**config.mk**
```make
export PLATFORM = sky130hd
export DESIGN_NAME = mem_dump_sequencer_flat
export DESIGN_NICKNAME = d
export VERILOG_FILES = /design/src/rtl/mem_dump_sequencer_if.sv /design/src/rtl/mem_dump_sequencer.sv /design/src/flat_wrapper.sv
export SDC_FILE = /design/constraint.sdc
export NUM_CORES = 1
export LEC_CHECK = 0
export ABC_CLOCK_PERIOD_IN_PS = 5400
export BUFFER_PORTS_ARGS = -buffer_cell sky130_fd_sc_hd__buf_2
export CAP_MARGIN = 10
export CORE_AREA = 2 2 96 98
export DETAILED_ROUTE_END_ITERATION = 16
export DIE_AREA = 0 0 98 100
export GPL_ROUTABILITY_DRIVEN = 0
export PLACE_DENSITY = 0.48
export SKIP_CTS_REPAIR_TIMING = 1
export SLEW_MARGIN = 20
export SYNTH_ARGS = -nofsm -noshare
export SYNTH_HDL_FRONTEND = slang
export SYNTH_SLANG_ARGS = --single-unit
```
**constraint.sdc**
```tcl
create_clock -name clk -period 5.4 [get_ports clk]
set_input_delay 1.08 -clock clk [delete_from_list [all_inputs] [get_ports clk]]
set_output_delay 1.08 -clock clk [all_outputs]
set_load 0.02 [all_outputs]
```
**src/rtl/mem_dump_sequencer_if.sv**
```systemverilog
// rtl/mem_dump_sequencer_if.sv - control, memory and shift-register handshake bundle for the dump sequencer
interface mem_dump_sequencer_if;
    logic       start;
    logic [7:0] start_addr;
    logic [7:0] count;
    logic       abort;
    logic       tx_done;
    logic [7:0] addr;
    logic       access_mem;
    logic       rw_mem;
    logic       parallel_load;
    logic       start_tx;
    logic       busy;
    logic       done;
    logic       err;
    logic [8:0] sent_cnt;

    modport master (
        output start, start_addr, count, abort, tx_done,
        input  addr, access_mem, rw_mem, parallel_load, start_tx,
               busy, done, err, sent_cnt
    );

    modport slave (
        input  start, start_addr, count, abort, tx_done,
        output addr, access_mem, rw_mem, parallel_load, start_tx,
               busy, done, err, sent_cnt
    );
endinterface

```
**src/rtl/mem_dump_sequencer.sv**
```systemverilog
// rtl/mem_dump_sequencer.sv - reads a burst of memory words and hands each one to a serial transmitter
module mem_dump_sequencer #(
    parameter int TX_TIMEOUT = 1024,
    parameter int MEM_RD_LAT = 1
) (
    input  logic                  clk,
    input  logic                  reset,
    mem_dump_sequencer_if.slave   bus
);

    localparam logic [2:0] S_IDLE = 3'd0;
    localparam logic [2:0] S_READ = 3'd1;
    localparam logic [2:0] S_WAIT = 3'd2;
    localparam logic [2:0] S_LOAD = 3'd3;
    localparam logic [2:0] S_TX   = 3'd4;
    localparam logic [2:0] S_NEXT = 3'd5;
    localparam logic [2:0] S_FIN  = 3'd6;

    localparam int TMO_W = $clog2(TX_TIMEOUT + 1);
    localparam int LAT_W = $clog2(MEM_RD_LAT + 1) + 1;
    localparam logic [TMO_W-1:0] TMO_LAST = TMO_W'(TX_TIMEOUT - 1);
    localparam logic [LAT_W-1:0] LAT_LAST = LAT_W'(MEM_RD_LAT - 1);

    logic [2:0]       state;
    logic [7:0]       addr_q;
    logic [8:0]       rem_q;
    logic [8:0]       sent_q;
    logic [TMO_W-1:0] tmo_cnt;
    logic [LAT_W-1:0] lat_cnt;
    logic             err_q;

    always_ff @(posedge clk) begin
        if (reset) begin
            state   <= S_IDLE;
            addr_q  <= 8'd0;
            rem_q   <= 9'd0;
            sent_q  <= 9'd0;
            tmo_cnt <= '0;
            lat_cnt <= '0;
            err_q   <= 1'b0;
        end else begin
            err_q <= 1'b0;
            // Abort wins over every other transition, including a TX_DONE in the same cycle.
            if (state != S_IDLE && bus.abort) begin
                state <= S_IDLE;
            end else begin
                case (state)
                    S_IDLE: begin
                        if (bus.start) begin
                            addr_q <= bus.start_addr;
                            rem_q  <= (bus.count == 8'd0) ? 9'd256 : {1'b0, bus.count};
                            sent_q <= 9'd0;
                            state  <= S_READ;
                        end
                    end
                    S_READ: begin
                        lat_cnt <= '0;
                        state   <= (MEM_RD_LAT == 0) ? S_LOAD : S_WAIT;
                    end
                    S_WAIT: begin
                        if (lat_cnt == LAT_LAST) begin
                            state <= S_LOAD;
                        end else begin
                            lat_cnt <= lat_cnt + 1'b1;
                        end
                    end
                    S_LOAD: begin
                        tmo_cnt <= '0;
                        state   <= S_TX;
                    end
                    S_TX: begin
                        // TX_DONE in the expiring cycle still completes the word.
                        if (bus.tx_done) begin
                            state <= S_NEXT;
                        end else if (tmo_cnt == TMO_LAST) begin
                            err_q <= 1'b1;
                            state <= S_IDLE;
                        end else begin
                            tmo_cnt <= tmo_cnt + 1'b1;
                        end
                    end
                    S_NEXT: begin
                        addr_q <= addr_q + 8'd1;
                        sent_q <= sent_q + 9'd1;
                        rem_q  <= rem_q - 9'd1;
                        state  <= (rem_q == 9'd1) ? S_FIN : S_READ;
                    end
                    S_FIN: begin
                        state <= S_IDLE;
                    end
                    default: begin
                        state <= S_IDLE;
                    end
                endcase
            end
        end
    end

    assign bus.addr          = addr_q;
    assign bus.access_mem    = (state == S_READ);
    assign bus.rw_mem        = 1'b0;
    assign bus.parallel_load = (state == S_LOAD);
    assign bus.start_tx      = (state == S_TX);
    assign bus.busy          = (state != S_IDLE);
    assign bus.done          = (state == S_FIN);
    assign bus.err           = err_q;
    assign bus.sent_cnt      = sent_q;

endmodule

```
**src/flat_wrapper.sv**
```systemverilog
// flat-port wrapper written by rule: the top's interface ports become plain ports
module mem_dump_sequencer_flat 
#(
    parameter int TX_TIMEOUT = 1024,
    parameter int MEM_RD_LAT = 1
)
  (clk, reset, bus_start, bus_start_addr, bus_count, bus_abort, bus_tx_done, bus_addr, bus_access_mem, bus_rw_mem, bus_parallel_load, bus_start_tx, bus_busy, bus_done, bus_err, bus_sent_cnt);
  mem_dump_sequencer_if bus_i ();
  input  logic clk;
  input  logic reset;
  input wire logic [$bits(bus_i.start)-1:0] bus_start;
  input wire logic [$bits(bus_i.start_addr)-1:0] bus_start_addr;
  input wire logic [$bits(bus_i.count)-1:0] bus_count;
  input wire logic [$bits(bus_i.abort)-1:0] bus_abort;
  input wire logic [$bits(bus_i.tx_done)-1:0] bus_tx_done;
  output wire logic [$bits(bus_i.addr)-1:0] bus_addr;
  output wire logic [$bits(bus_i.access_mem)-1:0] bus_access_mem;
  output wire logic [$bits(bus_i.rw_mem)-1:0] bus_rw_mem;
  output wire logic [$bits(bus_i.parallel_load)-1:0] bus_parallel_load;
  output wire logic [$bits(bus_i.start_tx)-1:0] bus_start_tx;
  output wire logic [$bits(bus_i.busy)-1:0] bus_busy;
  output wire logic [$bits(bus_i.done)-1:0] bus_done;
  output wire logic [$bits(bus_i.err)-1:0] bus_err;
  output wire logic [$bits(bus_i.sent_cnt)-1:0] bus_sent_cnt;
  assign bus_i.start = bus_start;
  assign bus_i.start_addr = bus_start_addr;
  assign bus_i.count = bus_count;
  assign bus_i.abort = bus_abort;
  assign bus_i.tx_done = bus_tx_done;
  assign bus_addr = bus_i.addr;
  assign bus_access_mem = bus_i.access_mem;
  assign bus_rw_mem = bus_i.rw_mem;
  assign bus_parallel_load = bus_i.parallel_load;
  assign bus_start_tx = bus_i.start_tx;
  assign bus_busy = bus_i.busy;
  assign bus_done = bus_i.done;
  assign bus_err = bus_i.err;
  assign bus_sent_cnt = bus_i.sent_cnt;
  mem_dump_sequencer #(.TX_TIMEOUT(TX_TIMEOUT), .MEM_RD_LAT(MEM_RD_LAT)) u_core (.clk(clk), .reset(reset), .bus(bus_i));
endmodule
```
==> impl_metrics.csv <==
group,metric,value,unit
outcome,outcome,"finished, final reports clean",
cells_and_area,utilization,0.328,
routing,avgViaCountPerCell,5.30,
synthesis,synth_edf_count,0,
synthesis,ys_top_cells_by_area,"dfxtp_1, a21oi_1, o21ai_0",
synthesis,syn_inst,326,
synthesis,syn_nets,353,
sta,rsz0062_at_grt,"false",
worst_hold_path,hold_path.class,"flop to flop",
sta,setup_tns,0,ns
run,drv_cap,0,
cells_and_area,area_delta_synth_final,14.6,%
sta,final_hold_viol_count,0,
routing,detail-route-antenna-nets,0,
routing,drc_errors,0,
placed_design,dp_hpwl,4.66,mm
synthesis,synthFlopType,"dfxtp_1",
routing,dr.pass1.iters,4,
routing,drtIter0Drc,111,
worst_setup_path,cp_cell_sequence,"or3b_4 > inv_2 > buf_2",
worst_setup_path,crit_type,"flop to output port",
die,start_util,0.286,
die,die_y,100,microns
clocking,clkTransAtPathRegs,0.08,ns
routing,drt-total-wl,6.71,mm
power,p_int,467,uW
synthesis,postSynth.asyncResetShare,0,
clocking,cts.sinks,43,
power,power_density,228,mW/mm^2
placed_design,dpl.cell_count,463,
cells_and_area,nNetsFinal,386,
global_route,grt_start_max_net_pins,37,
die,die_area,0.00980,sq mm
synthesis,ys_warn_count,0,
power,ir_drop,0.0925,mV
cells_and_area,instances_no_fill,470,
synthesis,seq_area_frac_synth,0.339,
power,p_switching,196,uW
clocking,cts_max_path_buffers,2,
worst_setup_path,cp.required,4.32,ns
synthesis,synth_top_area_share,0.339,
worst_setup_path,max_stage_delay,0.60,ns
sta,max_freq,0.360,GHz
sta,finalSetupViolations,0,
global_route,grt_antenna_before_repair,0,
die,row_count,35,
die,fp.dieW,98,microns
global_route,grt_first_pass_wirelength,11.3,mm
clocking,cts_root_buffer,"clkbuf_8",
power,power.share.clock,0.325,
synthesis,synth_cell_type_count,60,
synthesis,netlist_area,0.00254,sq mm
power,swShare,0.295,
sta,slew_headroom,0.332,
cells_and_area,n_antenna_cell,0,
sta,worst_pin_slew,0.986,ns
die,core_area,0.00889,sq mm
routing,wl_per_cell,14.3,microns
synthesis,synth.most_common_cell,"dfxtp_1",
synthesis,yosysTopAreaCell,"dfxtp_1",
placed_design,portBuffers,43,
sta,setup_slack,2.62,ns
worst_setup_path,start_kind,"flop",
worst_setup_path,cp_slowest_cell,"dfxtp_1",
clocking,tritoncts,"yes",
global_route,grt_pass1_vias,2345,
cells_and_area,fill_cells,1010,
clocking,insertion_delay,0.30,ns
cells_and_area,drive_gt1_frac,0.162,
global_route,grt_use_total,0.137,
worst_setup_path,arrival,1.70,ns
synthesis,synth.cells.most_frequent,"dfxtp_1, a21oi_1, nor2_1",
sta,fin_crit,2.78,ns
clocking,htree_levels,2,
worst_setup_path,worstPathMaxFanout,15,
sta,finalCritPeriodShare,0.514,
routing,vias,2490,
placed_design,pre_cts_ws,2.58,ns
sta,drv_slew,0,
sta,finalClockSkew,0.0109,ns
die,ios,45,
clocking,cts_buffers,5,
power,power_frac_comb,0.154,
synthesis,syn_avg_cell_area,7.80,sq um
power,leakagePower,0.00109,uW
global_route,grt_overflow_total,0,
worst_setup_path,crit_path_end_kind,"output port",
power,pwr-share-seq,0.521,
synthesis,synth_seq_cells,43,
critical path: cells and delay by family (launching register included):
family	cells	cell delay, ns
flops	1	0.60
simple gates	1	0.47
buf+inv	2	0.33
logic make-up (layout without fill, tap and decap cells):
| family | count (synthesis) | in the layout | share of synthesized area |
|---|---|---|---|
| other | 1 | 1 | 0.00148 |
| adder cells (fa/ha/maj) | 6 | 6 | 0.0295 |
| buffers and inverters | 34 | 67 | 0.0561 |
| multiplexers | 6 | 6 | 0.0241 |
| flip-flops | 43 | 43 | 0.339 |
| AND/OR/NAND/NOR | 133 | 133 | 0.282 |
| XOR/XNOR | 4 | 4 | 0.0138 |
| AO/OA/AOI/OAI | 99 | 99 | 0.254 |
cell type report:
| class | count | area [sq um] | area share |
|---|---|---|---|
| clock buffer | 6 | 82.6 | 0.0284 |
| clock inverter | 1 | 5.00 | 0.00172 |
| inverter | 15 | 56.3 | 0.0193 |
| multi-input combinational | 249 | 1540 | 0.528 |
| sequential | 43 | 861 | 0.296 |
| tap | 111 | 139 | 0.0477 |
| timing repair buffer | 45 | 230 | 0.0791 |
placed cells by master, fill, tap and decap left out, types with 6 or more instances in the layout:
| master | instances |
|---|---|
| inv_1 | 13 |
| a21oi_1 | 25 |
| and3_1 | 6 |
| nor3_1 | 9 |
| ha_1 | 6 |
| o21ai_0 | 23 |
| nand4_1 | 6 |
| clkbuf_8 | 6 |
| nor2_1 | 25 |
| nor4_1 | 6 |
| and2_1 | 7 |
| nand2_1 | 22 |
| dfxtp_1 | 43 |
| buf_2 | 43 |
| nand3_1 | 21 |
per-layer routing:
layer	global-route usage	vias up	routed length, microns
met5	0	-	0
met4	0.0385	0	77
met3	0.0258	6	251
met2	0.227	46	3070
met1	0.183	1163	3310
li1	-	1275	-
power by group through the flow:
stage               Sequential [uW]  Combinational, uW  Clock [uW]
global placement                353                102           0
floorplan                       351               71.3           0
finish                          346                102         215
global route                    349                116         235
detailed placement              353                102           0
CTS                             346                103         225
flip-flops by register name (all words and copies together) (netlist names):
| register | cells |
|---|---|
| u_core.rem_q | 9 |
| u_core.state | 3 |
| u_core.bus.addr | 8 |
| u_core.lat_cnt | 2 |
| u_core.bus.err | 1 |
| u_core.bus.sent_cnt | 9 |
| u_core.tmo_cnt | 11 |
worst paths after layout:
path | cells past startpoint | slack (ns) | start | to
setup / recovery | 3 | 2.62 | u_core.state[2]$_SDFFE_PP0P_ | bus_start_tx
hold / removal | 2 | 0.46 | u_core.lat_cnt[1]$_SDFFE_PP0P_ | u_core.lat_cnt[1]$_SDFFE_PP0P_
setup reg to reg | 5 | 3.18 | u_core.tmo_cnt[0]$_SDFFE_PP0P_ | u_core.tmo_cnt[6]$_SDFFE_PP0P_
hold reg to reg | 2 | 0.46 | u_core.lat_cnt[1]$_SDFFE_PP0P_ | u_core.lat_cnt[1]$_SDFFE_PP0P_
stage by stage:
step	area (sq um)	total power [uW]	hold slack (ns)
4_1_cts	2910	674	0.470
6_report	2910	663	0.464
3_3_place_gp	2820	455	0.448
2_1_floorplan	2540	422	0.432
5_1_grt	2910	700	0.498
3_5_place_dp	2820	456	0.458
(Power assumes the default switching activity.)
